**src/rtl/adam_apb_timer_pkg.sv**
```systemverilog
// Shared definitions for the APB timer: register map, CTRL/STATUS bit
// positions, CTRL register layout and the pause-handshake state encoding.
package adam_apb_timer_pkg;

   localparam int unsigned TIMER_ADDR_WIDTH = 32;
   localparam int unsigned TIMER_DATA_WIDTH = 32;

   // Byte offsets relative to the slot base
   localparam logic [7:0] OFF_CTRL    = 8'h00;
   localparam logic [7:0] OFF_PRESC   = 8'h04;
   localparam logic [7:0] OFF_VALUE   = 8'h08;
   localparam logic [7:0] OFF_COMPARE = 8'h0C;
   localparam logic [7:0] OFF_STATUS  = 8'h10;

   // Word index (paddr[4:2]) of each register
   localparam logic [2:0] IDX_CTRL    = OFF_CTRL[4:2];
   localparam logic [2:0] IDX_PRESC   = OFF_PRESC[4:2];
   localparam logic [2:0] IDX_VALUE   = OFF_VALUE[4:2];
   localparam logic [2:0] IDX_COMPARE = OFF_COMPARE[4:2];
   localparam logic [2:0] IDX_STATUS  = OFF_STATUS[4:2];

   localparam int unsigned CTRL_EN_BIT      = 0;
   localparam int unsigned CTRL_AR_BIT      = 1;
   localparam int unsigned CTRL_IRQ_EN_BIT  = 2;
   localparam int unsigned STATUS_MATCH_BIT = 0;

   // CTRL layout, bit 0 = en
   typedef struct packed {
      logic irq_en;
      logic auto_reload;
      logic en;
   } ctrl_t;

   typedef enum logic {
      ST_RUN    = 1'b0,
      ST_PAUSED = 1'b1
   } pause_state_e;

endpackage

```
**src/rtl/adam_timer_core.sv**
```systemverilog
// Prescaled up-counter with compare detection.
// Ports: clk_i/rst_i clock and async active-high reset; en_i counts when set;
// freeze_i holds prescaler and counter; auto_reload_i reloads 0 on match;
// presc_i/compare_i programmed values; presc_wr_i clears the prescaler;
// value_wr_i/value_wdata_i load the counter (wins over a tick);
// value_o current count; match_set_o pulses in a tick cycle whose count hits compare.
module adam_timer_core
   import adam_apb_timer_pkg::*;
#(
   parameter int unsigned DATA_WIDTH = TIMER_DATA_WIDTH
) (
   input  logic                  clk_i,
   input  logic                  rst_i,
   input  logic                  en_i,
   input  logic                  freeze_i,
   input  logic                  auto_reload_i,
   input  logic [DATA_WIDTH-1:0] presc_i,
   input  logic [DATA_WIDTH-1:0] compare_i,
   input  logic                  presc_wr_i,
   input  logic                  value_wr_i,
   input  logic [DATA_WIDTH-1:0] value_wdata_i,
   output logic [DATA_WIDTH-1:0] value_o,
   output logic                  match_set_o
);

   logic [DATA_WIDTH-1:0] pcnt_q, pcnt_d;
   logic [DATA_WIDTH-1:0] value_q, value_d;
   logic                  run, tick, hit;

   // Prescaler / counter next state
   always_comb begin
      run     = en_i & ~freeze_i;
      tick    = run & (pcnt_q == presc_i);
      hit     = (value_q == compare_i);
      pcnt_d  = pcnt_q;
      value_d = value_q;

      // Reprogramming either the divider or the count restarts the divider phase
      if (presc_wr_i || value_wr_i) begin
         pcnt_d = '0;
      end else if (run) begin
         pcnt_d = tick ? '0 : pcnt_q + DATA_WIDTH'(1);
      end

      if (value_wr_i) begin
         value_d = value_wdata_i;
      end else if (tick) begin
         value_d = (hit && auto_reload_i) ? '0 : value_q + DATA_WIDTH'(1);
      end

      match_set_o = tick & hit;
      value_o     = value_q;
   end

   always_ff @(posedge clk_i or posedge rst_i) begin
      if (rst_i) begin
         pcnt_q  <= '0;
         value_q <= '0;
      end else begin
         pcnt_q  <= pcnt_d;
         value_q <= value_d;
      end
   end

endmodule

```
**src/rtl/adam_apb_timer.sv**
```systemverilog
// APB-slave timer: register decode, register file and pause handshake around
// adam_timer_core.
// Ports: clk_i/rst_i clock and async active-high reset; pause_req_i/pause_ack_o
// pause handshake; paddr_i..pstrb_i APB request (pprot_i, paddr_i[1:0] unused);
// pready_o/prdata_o/pslverr_o zero-wait APB response; irq_o level interrupt.
module adam_apb_timer
   import adam_apb_timer_pkg::*;
#(
   parameter int unsigned ADDR_WIDTH = TIMER_ADDR_WIDTH,
   parameter int unsigned DATA_WIDTH = TIMER_DATA_WIDTH
) (
   input  logic                    clk_i,
   input  logic                    rst_i,
   input  logic                    pause_req_i,
   output logic                    pause_ack_o,
   input  logic [ADDR_WIDTH-1:0]   paddr_i,
   input  logic [2:0]              pprot_i,
   input  logic                    psel_i,
   input  logic                    penable_i,
   input  logic                    pwrite_i,
   input  logic [DATA_WIDTH-1:0]   pwdata_i,
   input  logic [DATA_WIDTH/8-1:0] pstrb_i,
   output logic                    pready_o,
   output logic [DATA_WIDTH-1:0]   prdata_o,
   output logic                    pslverr_o,
   output logic                    irq_o
);

   localparam int unsigned STRB_WIDTH = DATA_WIDTH / 8;

   pause_state_e          state_q, state_d;
   logic                  running, freeze;
   ctrl_t                 ctrl_q, ctrl_d;
   logic [DATA_WIDTH-1:0] presc_q, presc_d, compare_q, compare_d;
   logic                  match_q, match_d, match_set;
   logic [DATA_WIDTH-1:0] value, value_wdata, wmask;
   logic [2:0]            word_idx;
   logic                  mapped, access, wr_en;
   logic                  wr_ctrl, wr_presc, wr_value, wr_compare, wr_status;
   logic                  status_clr;
   logic                  unused_apb;

   assign unused_apb = ^{pprot_i, paddr_i[1:0]};

   // Byte-enable mask from pstrb
   for (genvar b = 0; b < STRB_WIDTH; b++) begin : g_wmask
      assign wmask[8*b +: 8] = {8{pstrb_i[b]}};
   end

   // Pause FSM: state register
   always_ff @(posedge clk_i or posedge rst_i) begin
      if (rst_i) state_q <= ST_PAUSED;
      else       state_q <= state_d;
   end

   // Pause FSM: next state; never pause in the middle of a transfer
   always_comb begin
      state_d = state_q;
      case (state_q)
         ST_RUN:    if (pause_req_i && !psel_i) state_d = ST_PAUSED;
         ST_PAUSED: if (!pause_req_i)           state_d = ST_RUN;
         default:   state_d = ST_PAUSED;
      endcase
   end

   // Pause FSM: outputs
   always_comb begin
      pause_ack_o = 1'b0;
      running     = 1'b0;
      freeze      = 1'b1;
      case (state_q)
         ST_RUN: begin
            running = 1'b1;
            freeze  = 1'b0;
         end
         ST_PAUSED: pause_ack_o = 1'b1;
         default:   pause_ack_o = 1'b1;
      endcase
   end

   // Address decode and register-file next state
   always_comb begin
      word_idx   = paddr_i[4:2];
      mapped     = (paddr_i[ADDR_WIDTH-1:5] == '0) && (word_idx <= IDX_STATUS);
      access     = psel_i & penable_i & running;
      wr_en      = access & pwrite_i & mapped;
      wr_ctrl    = wr_en && (word_idx == IDX_CTRL);
      wr_presc   = wr_en && (word_idx == IDX_PRESC);
      wr_value   = wr_en && (word_idx == IDX_VALUE);
      wr_compare = wr_en && (word_idx == IDX_COMPARE);
      wr_status  = wr_en && (word_idx == IDX_STATUS);

      ctrl_d      = ctrl_q;
      presc_d     = presc_q;
      compare_d   = compare_q;
      value_wdata = (value & ~wmask) | (pwdata_i & wmask);

      if (wr_ctrl && pstrb_i[0]) ctrl_d = ctrl_t'(pwdata_i[2:0]);
      if (wr_presc)   presc_d   = (presc_q   & ~wmask) | (pwdata_i & wmask);
      if (wr_compare) compare_d = (compare_q & ~wmask) | (pwdata_i & wmask);

      // A new match outranks a simultaneous write-1-to-clear
      status_clr = wr_status & pstrb_i[0] & pwdata_i[STATUS_MATCH_BIT];
      match_d    = match_set | (match_q & ~status_clr);
   end

   always_ff @(posedge clk_i or posedge rst_i) begin
      if (rst_i) begin
         ctrl_q    <= '0;
         presc_q   <= '0;
         compare_q <= '0;
         match_q   <= 1'b0;
      end else begin
         ctrl_q    <= ctrl_d;
         presc_q   <= presc_d;
         compare_q <= compare_d;
         match_q   <= match_d;
      end
   end

   // Zero-wait APB response, read data straight from the registers
   always_comb begin
      pready_o  = access;
      pslverr_o = access & ~mapped;
      prdata_o  = '0;
      if (psel_i && mapped) begin
         case (word_idx)
            IDX_CTRL:    prdata_o = DATA_WIDTH'({ctrl_q.irq_en, ctrl_q.auto_reload, ctrl_q.en});
            IDX_PRESC:   prdata_o = presc_q;
            IDX_VALUE:   prdata_o = value;
            IDX_COMPARE: prdata_o = compare_q;
            IDX_STATUS:  prdata_o = DATA_WIDTH'(match_q);
            default:     prdata_o = '0;
         endcase
      end
      irq_o = match_q & ctrl_q.irq_en;
   end

   adam_timer_core #(
      .DATA_WIDTH (DATA_WIDTH)
   ) u_core (
      .clk_i         (clk_i),
      .rst_i         (rst_i),
      .en_i          (ctrl_q.en),
      .freeze_i      (freeze),
      .auto_reload_i (ctrl_q.auto_reload),
      .presc_i       (presc_q),
      .compare_i     (compare_q),
      .presc_wr_i    (wr_presc),
      .value_wr_i    (wr_value),
      .value_wdata_i (value_wdata),
      .value_o       (value),
      .match_set_o   (match_set)
   );

endmodule

```
**config.mk**
```make
export PLATFORM = sky130hd
export DESIGN_NAME = adam_apb_timer
export DESIGN_NICKNAME = d
export VERILOG_FILES = /design/src/rtl/adam_apb_timer_pkg.sv /design/src/rtl/adam_timer_core.sv /design/src/rtl/adam_apb_timer.sv
export SDC_FILE = /design/constraint.sdc
export NUM_CORES = 1
export LEC_CHECK = 0
export BUFFER_PORTS_ARGS = -buffer_cell sky130_fd_sc_hd__buf_2
export CORE_MARGIN = 2
export CORE_UTILIZATION = 50
export DETAILED_ROUTE_END_ITERATION = 7
export PLACE_DENSITY = 0.81
export SLEW_MARGIN = 20
export SYNTH_ARGS = -nofsm -noshare
export SYNTH_HDL_FRONTEND = slang
export SYNTH_SLANG_ARGS = --single-unit
```
**constraint.sdc**
```tcl
create_clock -name clk_i -period 4.2 [get_ports clk_i]
set_input_delay 0.84 -clock clk_i [delete_from_list [all_inputs] [get_ports clk_i]]
set_output_delay 0.84 -clock clk_i [all_outputs]
set_load 0.05 [all_outputs]
```
# ---- After elaboration in Yosys (flattened, before gate mapping)
# Cells that the tools add are included.
# W data, S select, Z words.
dict set report word_totals {
  elab_cells 72
  register_bits 133
}
dict set report classes {
  muxes 13
  add_sub_neg 2
  magnitude_cmp 1
  eq_ne 6
  reduce_logical 16
  bitwise_logic 25
}
# cell n
set ops {}
lappend ops {{$mux W32} 7}
lappend ops {{$pmux W32 S5} 1}
lappend ops {{$and A32 B32 Y32} 4}
lappend ops {{$or A32 B32 Y32} 3}
lappend ops {{$add A32 B1 Y32 const B} 2}
lappend ops {{$eq A32 B32 Y1} 2}
lappend ops {{$not A32 Y32} 1}
lappend ops {{$logic_not A27 Y1} 1}
lappend ops {{$and A1 B1 Y1} 12}
lappend ops {{$logic_and A1 B1 Y1} 10}
lappend ops {{$eq A3 B2 Y1 const B} 2}
lappend ops {{$mux W1} 4}
lappend ops {{$not A1 Y1} 4}
lappend ops {{$reduce_bool A2 Y1} 2}
lappend ops {{$eq A3 B1 Y1 const B} 1}
lappend ops {{$eq A3 B3 Y1 const B} 1}
lappend ops {{$le A3 B3 Y1 const B} 1}
lappend ops {{$logic_not A3 Y1} 1}
lappend ops {{$pmux W1 S2} 1}
lappend ops {{$logic_not A1 Y1} 1}
lappend ops {{$logic_or A1 B1 Y1} 1}
lappend ops {{$or A1 B1 Y1} 1}

# ---- Logic depth before layout (Yosys ltp)
# Gate-level depths: netlist of the first run.
dict set report logic_depth {
  depth_word 10
  mapped_depth 10
  ltp_nobuf 8
}

# ---- By module
# A second synthesis of the first run with hierarchy kept.
dict set report hier_totals {
  cells_unflattened 898
  area_unflattened_um2 8842.2
}
# mod cells_each seq_area_each_um2 instances area_per_inst_um2
set modules_own_cells {}
lappend modules_own_cells {adam_timer_core 559 1601.5 1 4670.7}
lappend modules_own_cells {adam_apb_timer 339 1727.9 1 4171.5}

# ---- Least setup slack after synthesis of the first run
# Ideal clock, no wire load.
dict set report synth_path {
  path_type {input -> output}
  from {input port paddr_i[19]}
  to {output port prdata_o[2]}
  path_buffers 2
  slack_ns 0.521
  stages 8
  arrival_ns 2.839
  path_cell_list {nor4_1 nand4_1 nor2_1 nand2_1 or2_2 clkbuf_1 clkbuf_1 nor2b_1}
}
dict set report synth_between {
  elab_chain_len 4
}
# item line
set synth_rtl {}
lappend synth_rtl {{from (decl)} adam_apb_timer.sv:16} ;# input logic [ADDR_WIDTH-1:0] paddr_i,
lappend synth_rtl {{$logic_not A27 Y1} adam_apb_timer.sv:84} ;# mapped = (paddr_i[ADDR_WIDTH-1:5] == '0) && (word_idx <= IDX_STATUS);
lappend synth_rtl {{$logic_and A1 B1 Y1} adam_apb_timer.sv:84}
lappend synth_rtl {{$logic_and A1 B1 Y1} adam_apb_timer.sv:126} ;# if (psel_i && mapped) begin
lappend synth_rtl {{$mux W32} adam_apb_timer.sv:126}
lappend synth_rtl {{to (decl)} adam_apb_timer.sv:24} ;# output logic [DATA_WIDTH-1:0] prdata_o,
# Every way passes these cells.

# ---- Worst setup path in the final report of the first run
dict set report layout_path {
  from {input port paddr_i[7]}
  to {output port prdata_o[12]}
}
# The elaborated chain is that of the path after synthesis.

==> results of run 1 <==
## cell families after synthesis
logic type | after synthesis | synth area share [%]
mux | 101 | 14.10
fa+ha+maj | 2 | 0.3005
buf+inv | 64 | 3.291
compound gates | 143 | 11.68
flops | 133 | 39.99
xor+xnor | 76 | 7.995
simple gates | 346 | 22.65
## metrics by stage
step	power, µW	utilization (%)
after floorplan	1365	-
after global placement	1435	55.00
after detailed placement	1435	55.00
after CTS	3089	59.00
after global routing	3166	59.05
final	3084	59.05
## power breakdown
part	leakage [µW]	internal (µW)	switching (µW)	total [µW]
combinational	0.00232	42.1	87.6	130
clock	0.000313	1080	587	1670
sequential	0.00180	1280	0.635	1280
total	0.00443	2410	675	3080
## final cells by class
type,instances,area share [%]
Multi-Input combinational cell,668,48.88
Sequential cell,133,34.37
Timing Repair Buffer,117,6.432
Clock buffer,20,4.714
Tap cell,220,2.841
Clock inverter,12,2.066
Inverter,17,0.6974
## worst max-delay path, stage by stage
cell     delay, ns
buf_2         0.10
nor4_1        0.28
nand4_1       0.23
nor2_1        0.29
nand2_1       0.11
or2_2         0.56
nor2_1        0.23
buf_2         0.29
## worst paths after layout
path	endpoint	slack, ns	cells past startpoint
max	prdata_o[12]	0.43	8
min	state_q	0.52	2
max reg2reg	flip-flop	1.05	8
min reg2reg	state_q	0.52	2
max in group asynchronous	asynchronous set/reset pin	2.70	3
min in group asynchronous	u_core.pcnt_q[3]	0.59	2
## placed cells by master, fill, tap and decap left out, types with 3 or more instances in the layout
master / count
a211o_1: 4
a21o_1: 10
a21oi_1: 16
a22o_1: 3
a22oi_1: 32
a31oi_1: 8
a32o_1: 4
a32oi_1: 6
and2_1: 11
and3_1: 23
and4_1: 5
buf_2: 107
buf_4: 9
bufinv_16: 5
clkbuf_16: 17
clkinvlp_4: 4
dfrtp_1: 132
inv_1: 16
mux2_2: 97
nand2_1: 90
nand2b_1: 3
nand3_1: 43
nand4_1: 35
nor2_1: 59
nor2b_1: 5
nor3_1: 15
nor4_1: 13
nor4_2: 3
nor4b_1: 6
o21ai_0: 36
o311ai_0: 8
o31ai_1: 4
or3_1: 8
or4b_1: 3
xnor2_1: 63
xor2_1: 13
## synth_stat cells, types with 3 or more instances
cell	instances	area, µm²
xor2_1	13	113.9
nand3_1	43	215.2
nand2_1	90	337.8
buf_2	15	75.07
xnor2_1	63	551.8
a22oi_1	32	240.2
a31oi_1	8	50.05
inv_1	17	63.81
and4_1	5	43.79
a32o_1	4	40.04
nor2b_1	6	37.54
nor4b_1	6	52.55
and2_1	11	68.82
nor4_1	13	81.33
a32oi_1	6	52.55
dfrtp_1	132	3303
nor3_1	15	75.07
a22o_1	3	26.28
or4b_1	3	30.03
a21o_1	10	75.07
a211o_1	4	35.03
nor2_1	59	221.5
o31ai_1	4	30.03
nand2b_1	3	18.77
and3_1	23	143.9
o21ai_0	36	180.2
clkbuf_1	27	101.4
mux2_2	97	1092
nand4_1	35	219.0
or3_1	8	50.05
o311ai_0	8	70.07
a21oi_1	17	85.08
nor4_2	3	37.54
## per-layer routing
| metal | GRT usage [%] | routed length, µm | vias up |
|---|---|---|---|
| met2 | 45.62 | 11830 | 360 |
| li1 | - | - | 3370 |
| met4 | 13.02 | 963 | 0 |
| met1 | 36.98 | 9915 | 3699 |
| met5 | 0 | 0 | - |
| met3 | 5.977 | 1978 | 71 |
==> summary.md, run 1 <==
| Metric | Value |
|---|---|
| Maximum vdd ir drop | 279.4 µV |
| Worst hold slack | between 0.5 and 0.6 ns |
| Routed Antenna Nets | 0 |
| Final period util | 89.66% |
| Clock latency on the worst-skew pair | 0.44 ns |
| Final WS setup | between 0.4 and 0.5 ns |
| P_leak | 0.004435 µW |
| Setup Skew | approximately 0.0081 ns |
| Area of the core | 0.01641 mm² |
| Slew @ Worst Pin | 1.044 ns |
| Clock buffer depth | 2 |
| CTS root buf | clkbuf_16 |
| Starting Density | 50.74% |
| Arrival time worst endpoint | 2.93 ns |
| Largest net degree at the start of global routing | 66 |
| Routed vias | 7,500 |
| DR pass1 iterations | 6 |
| Final-report hold violation count | 0 |
| Post-DR vias/cell | 6.318 |
| Pre-CTS WS | slightly above 0.4 ns |
| RSZ-0062 raised after global routing | no |
| Fin cells | roughly 1,200 |
| Area of the multi-input gates | 0.004736 mm² |
| Sink Count | around 130 |
| Nets | approximately 1,000 |
| Post-CTS Resized | 0 |
| Post-layout min period | 3.766 ns |
| Post-Syn Instances | slightly below 900 |
| Final setup viols | 0 |
| Clock-pin slew on the worst setup and hold paths | 0.06 ns |
| Setup_tns | 0 ns |
| Critical path endpoint category | output pin |
| Die height | 133.0 µm |
| Power Density | 318.3 mW/mm² |
| Routability Congestion | 0.9483 |
| Area Overhead vs Synth | 16.37% |
| Placed insts | approximately 1,200 |
| Die area | 0.01770 mm² |
| Crit Path Max Fanout | 31 |
| Ratio of cells with drive above 1 in the final layout | between 20 and 30% |
| Post-synth ARST share | 100.0% |
| Overflow after GRT | 0 |
| Max Fclk | 265.5 MHz |
| Post-route cell area | 0.009688 mm² |
| Wire per inst | 20.79 µm |
| Initial DRC Count | 747 |
| I/O Pins | ~110 |
| Filler Cell Count | around 1,400 |
| CTS tree | done |
| DRC Markers | 0 |
| First-pass GRT wire length | 39,190 µm |
| Setup Fix Bufs, Post-CTS | 0 |
| Sequential area share after synthesis | 39.99% |
| CTS HTree Levels | 4 |
| Hpwl dp | 17,490 µm |
| Die W | 133.0 µm |
| Synthesized cell area | 0.008325 mm² |
| Min-delay src | state_q |
| Most used DFF post-synth | dfrtp_1 |
| CP Class | in -> out |
| Antenna violations before repair | 0 |
| IO Port Bufs | between 100 and 150 |
| Synthesized area per cell | 9.625 µm² |
| Vias in the first global route | 7,190 |
| Routed WL | 24,680 µm |
| CP Launch Type | input port |
| Gr usage total | 28.40% |
| Synth Net Count | 944 |
| Synth Register Bits | 133 |
| Num rows | 47 |
| CP required | 3.36 ns |
| # diodes | 0 |
| CTS Buf Count | 17 |
| Cts hold-fix bufs | 0 |
| MaxCap Viol Count | 0 |
| Yosys warns | 0 |
| Worst min-delay path category | reg -> reg |
| Critical path origin | paddr_i[7] |
| Slew headroom | 30.07% |
| Netlist cell types | 66 |
| Dpl cell area | 0.009024 mm² |
| Run status | completed |
| Storage cell area | between 0.003 and 0.004 mm² |
| Post-synth EDFFs | 0 |
| Fin. max-slew vios | 0 |
Note: power is estimated with default switching activity, not from simulation.
==> run 2, diff against run 1 <==
==> constraint.sdc (replaced) <==
create_clock -name clk_i -period 3.2 [get_ports clk_i]
set_input_delay 0.64 -clock clk_i [delete_from_list [all_inputs] [get_ports clk_i]]
set_output_delay 0.64 -clock clk_i [all_outputs]
set_load 0.05 [all_outputs]
==> run 2 against run 1 <==
Combinational power is 36% higher. Register-to-register slack worse by 0.70 ns. Worst hold slack worse by 0.30 ns. Flip-flop and latch count stayed put. Non-clock buffer count increased by 25. Design area increased by 2.1%. Sequential share of layout area shrank 0.72 points. Critical path depth grew 1. Wire length up 2.4%. Utilization is 1.3 points higher. Critical path type unchanged. Critical endpoint is now prdata_o[6]. Largest power group unchanged.
==> summary.md, run 2 (synthesized netlist as in run 1, its figures left out) <==
| Metric | Value |
|---|---|
| Fin cells | 1,212 |
| Die W | 133.0 µm |
| Cts hold-fix bufs | 0 |
| Hpwl dp | 18,580 µm |
| Area of the core | 0.01641 mm² |
| Routed WL | 25,280 µm |
| MaxCap Viol Count | 0 |
| Final-report hold violation count | 0 |
| IO Port Bufs | 107 |
| Wire per inst | 20.86 µm |
| Worst min-delay path category | in -> async |
| CP peak stage delay | 0.34 ns |
| Final setup viols | 0 |
| Arrival time worst endpoint | approximately 2.4 ns |
| Critical-path cell list | buf_2 > nor4_2 > nand4_1 > nor2_2 > nand2_1 > or2_2 > buf_4 > nor2_1 > buf_2 |
| CTS tree | done |
| Antenna violations before repair | 0 |
| DRC Markers | 0 |
| CP Launch Type | input port |
| Vias in the first global route | 7,376 |
| Run status | completed |
| CTS HTree Levels | 4 |
| CP required | 2.56 ns |
| CTS Buf Count | 17 |
| Ratio of cells with drive above 1 in the final layout | approximately 30% |
| CP max stage cell | or2_2 |
| Overall power | ~4000 µW |
| Crit Path Max Fanout | 17 |
| Placed insts | about 1,200 |
| Routed vias | 7,648 |
| Initial DRC Count | about 850 |
| Gr usage total | 29.17% |
| GRT met2 Usage | 47.52% |
| Final period util | approximately 96% |
| Largest net degree at the start of global routing | between 50 and 60 |
| Slew @ Worst Pin | between 0.9 and 1 ns |
| # diodes | 0 |
| Commonest non-fill, non-tap cell in the layout | dfrtp_1 |
| Post-DR vias/cell | 6.310 |
| CTS root buf | clkbuf_16 |
| Clock latency on the worst-skew pair | between 0.4 and 0.5 ns |
| Most frequent cells in the layout | 132 x dfrtp_1, 99 x buf_2, 97 x mux2_2 |
| Fin. max-slew vios | 0 |
| Clock-pin slew on the worst setup and hold paths | roughly 0.060 ns |
| GR met1 Demand/Resource | 38.05% |
| CP Class | in -> out |
| Routed Antenna Nets | 0 |
| Maximum vdd ir drop | around 370 µV |
| Sink Count | 133 |
| Clock buffer depth | 2 |
| Power Density | 404.5 mW/mm² |
| Routability Congestion | 0.9992 |
| Die area | 0.01770 mm² |
| P_leak | around 0.0045 µW |
| Met3 Usage GRT | 5.939% |
| Crit path top cell by count | buf_2 |
| Grt peak-use layer | met2 |
| Nets | around 1,100 |
| Post-layout min period | approximately 3.1 ns |
| Die height | between 100 and 150 µm |
| Critical path endpoint category | output pin |
| Slew headroom | 39.26% |
| Area Overhead vs Synth | 18.86% |
| Num rows | 47 |
| Overflow after GRT | 0 |
| First-pass GRT wire length | 40,410 µm |
| DR pass1 iterations | 6 |
| Starting Density | 50.74% |
| Setup Skew | 0.01233 ns |
| Max Fclk | approximately 330 MHz |
| I/O Pins | 113 |
## run 2: cell type report
class / instances / area [µm²]
Fill cell: 1360 / 6511
Multi-Input combinational cell: 668 / 4746
Sequential cell: 133 / 3329
Timing Repair Buffer: 142 / 830.8
Clock buffer: 19 / 452.9
Tap cell: 220 / 275.3
Clock inverter: 13 / 193.9
Inverter: 17 / 67.56
## run 2: worst paths after layout
| kind | startpoint | endpoint | slack [ns] | cells after the start |
|---|---|---|---|---|
| setup / recovery | paddr_i[6] | prdata_o[6] | 0.13 | 9 |
| min in group clk_i | psel_i | state_q | 0.40 | 2 |
| max in group asynchronous | rst_i | u_core.pcnt_q[27] | 2.21 | 3 |
| hold / removal | rst_i | u_core.pcnt_q[0] | 0.22 | 2 |
| hold reg to reg | state_q | state_q | 0.52 | 2 |
| setup reg to reg | flip-flop | flip-flop | 0.35 | 7 |
## run 2: timing repair
action | 4_1_cts | 5_1_grt
endpoints found under the setup margin | 0 | 27
gates resized for setup | 0 | 13
buffers inserted | 0 | 3
## run 2: critical path: cells and delay by family
kind                   cells  cell delay [ns]
AND/OR/NAND/NOR            6             1.17
buffers and inverters      3             0.61
## run 2: power breakdown
group / leakage (µW) / internal [µW] / switching, µW / total [µW]
registers: 0.00180 / 1680 / 0.777 / 1680
logic: 0.00243 / 58.7 / 118 / 177
clock network: 0.000308 / 1360 / 786 / 2140
## run 2: layer usage
| layer | share of wire (%) | vias to the layer above |
|---|---|---|
| li1 | - | 3419 |
| met1 | 40 | 3727 |
| met2 | 49 | 415 |
| met3 | 7.7 | 87 |
| met4 | 3.5 | 0 |
| met5 | 0 | - |
## run 2: per-stage QoR
stage	setup slack [ns]	util, %	TNS [ns]	hold slack [ns]	instance area (µm²)
after floorplan	-0.05211	-	-1.283	0.4849	8332
after global placement	0.1839	56.02	0	0.5083	9191
after detailed placement	0.1306	56.02	0	0.5139	9191
after CTS	0.1291	59.96	0	0.2284	9838
after global routing	-0.002800	60.31	-0.004906	0.2453	9896
final	0.1297	60.31	0	0.2222	9896
==> run 3, diff against run 2 <==
--- a/config.mk
+++ b/config.mk
@@ -5,11 +5,11 @@
 export SDC_FILE = /design/constraint.sdc
 export NUM_CORES = 1
 export LEC_CHECK = 0
-export BUFFER_PORTS_ARGS = -buffer_cell sky130_fd_sc_hd__buf_2
 export CORE_MARGIN = 2
 export CORE_UTILIZATION = 50
 export DETAILED_ROUTE_END_ITERATION = 7
-export PLACE_DENSITY = 0.81
+export DONT_BUFFER_PORTS = 1
+export PLACE_DENSITY = 0.72
 export SLEW_MARGIN = 20
 export SYNTH_ARGS = -nofsm -noshare
 export SYNTH_HDL_FRONTEND = slang
==> constraint.sdc (replaced) <==
create_clock -name clk_i -period 4 [get_ports clk_i]
set_input_delay 0.8 -clock clk_i [delete_from_list [all_inputs] [get_ports clk_i]]
set_output_delay 0.8 -clock clk_i [all_outputs]
set_load 0.05 [all_outputs]
==> run 3 against run 2 <==
Clock power decreased by 25%. First-iteration DRC count decreased by 18%. Via count decreased by 7.3%. Design area decreased by 5.7%. Clock-buffer cell count increased by 3. Worst setup slack improved by 0.26 ns. Flip-flop and latch count unchanged. Cell count decreased by 8.2%.
==> summary.md, run 3 (synthesized netlist as in run 1, its figures left out) <==
| Metric | Value |
|---|---|
| Run status | completed |
| CTS Buf Count | 17 |
| Clock buffer depth | 2 |
| Sink Count | 133 |
| Num rows | 47 |
| Starting Density | between 50 and 60% |
| Final-report hold violation count | 0 |
| Clock latency on the worst-skew pair | 0.43 ns |
| Setup Fix Bufs, Post-CTS | 0 |
| Slew headroom | between 40% and 50% |
| Final period util | 90.28% |
| Die height | 133.0 µm |
| CTS HTree Levels | 4 |
| Area Overhead vs Synth | 12.13% |
| Post-DR vias/cell | 6.368 |
| Fin. max-slew vios | 0 |
| Clock-pin slew on the worst setup and hold paths | approximately 0.050 ns |
| IO Port Bufs | 0 |
| CP Launch Type | input port |
| Gr usage total | ~28% |
| Max Fclk | 276.9 MHz |
| Post-CTS Resized | 0 |
| CP Class | in -> out |
| Setup Skew | 0.01426 ns |
| Routability Congestion | around 0.9 |
| Overflow after GRT | 0 |
| I/O Pins | approximately 110 |
| # diodes | 0 |
| Routed WL | 24,140 µm |
| Die W | 133.0 µm |
| Most frequent cells in the layout | 132 x dfrtp_1, 97 x mux2_2, 90 x nand2_1 |
| CP required | 3.20 ns |
| Setup_tns | 0 ns |
| Largest net degree at the start of global routing | 134 |
| Cts hold-fix bufs | 0 |
| Vias in the first global route | 6,859 |
| Ratio of cells with drive above 1 in the final layout | a little over a fifth |
| Die area | around 0.018 mm² |
| Placed insts | between 1,000 and 1,500 |
| Dpl cell area | 0.008743 mm² |
| Hpwl dp | 17,060 µm |
| CTS tree | done |
| Slew @ Worst Pin | 0.8019 ns |
| CTS root buf | clkbuf_16 |
| Routed vias | a little over 7,000 |
| Fin cells | 1,113 |
| DRC Markers | 0 |
| Fin util | 56.90% |
| Area of the core | 0.01641 mm² |
| Nets | 960 |
| Post-layout min period | between 3 and 4 ns |
| Crit Path Max Fanout | 31 |
| MaxCap Viol Count | 0 |
| Post-route cell area | 0.009335 mm² |
| Arrival time worst endpoint | 2.81 ns |
| Wire per inst | 21.69 µm |
| Critical path endpoint category | output pin |
| Final setup viols | 0 |
| Worst min-delay path category | in -> async |
| P_leak | 0.004119 µW |
| DR pass1 iterations | 6 |
| Routed Antenna Nets | 0 |
| Commonest non-fill, non-tap cell in the layout | dfrtp_1 |
| Antenna violations before repair | 0 |
| RSZ-0062 raised after global routing | no |
| Initial DRC Count | 697 |
| First-pass GRT wire length | around 38,000 µm |
| Power Density | 322.4 mW/mm² |
| Maximum vdd ir drop | roughly 280 µV |
run 3: path summary, 6_finish.rpt:
| path | cells past startpoint | start | slack, ns | endpoint |
|---|---|---|---|---|
| worst max-delay path | 7 | paddr_i[7] | 0.39 | prdata_o[14] |
| worst min-delay path | 2 | rst_i | 0.39 | u_core.pcnt_q[3] |
| worst max register to register | 8 | flip-flop | 0.93 | flip-flop |
| worst min register to register | 1 | flip-flop | 0.55 | flip-flop |
| max in group asynchronous | 2 | rst_i | 2.96 | u_core.pcnt_q[1] |
| min in group clk_i | 1 | psel_i | 0.44 | state_q |
run 3: area by class of cell:
cell class | instances | area [µm²]
clock buffer | 22 | 464.2
multi-input combinational | 668 | 4728
tap | 220 | 275.3
fill | 1421 | 7072
sequential | 133 | 3329
inverter | 17 | 67.56
clock inverter | 9 | 127.6
timing repair buffer | 44 | 342.8
run 3: critical path, cell delays in order:
cell	delay [ns]
nor4_1	0.30
nand4_1	0.22
nor2_1	0.27
nand2_1	0.11
or2_2	0.55
nor2_1	0.30
buf_4	0.25
run 3: power by group:
| part | switching [µW] | internal, µW |
|---|---|---|
| Combinational | 42.9 | 18.2 |
| Clock | 592 | 1010 |
| Sequential | 3.42 | 1350 |
run 3: per-layer routing:
layer  vias up  part of all wire (%)  track usage, %  wire length (µm)
met4         0                   3.1           11.05               752
met2       301                    49           45.91             11750
met3        58                   7.7           6.667              1851
li1       3217                     -               -                 -
met5         -                     0               0                 0
met1      3512                    41           36.27              9792
run 3: metrics by stage:
step / hold WS (ns) / setup slack (ns) / total power, µW
floorplan: 0.4849 / 0.4013 / 1433
global placement: 0.5265 / 0.4390 / 1438
detailed placement: 0.5286 / 0.3926 / 1437
CTS: 0.4338 / 0.3842 / 3018
global route: 0.4486 / 0.1485 / 3094
finish: 0.3914 / 0.3886 / 3010
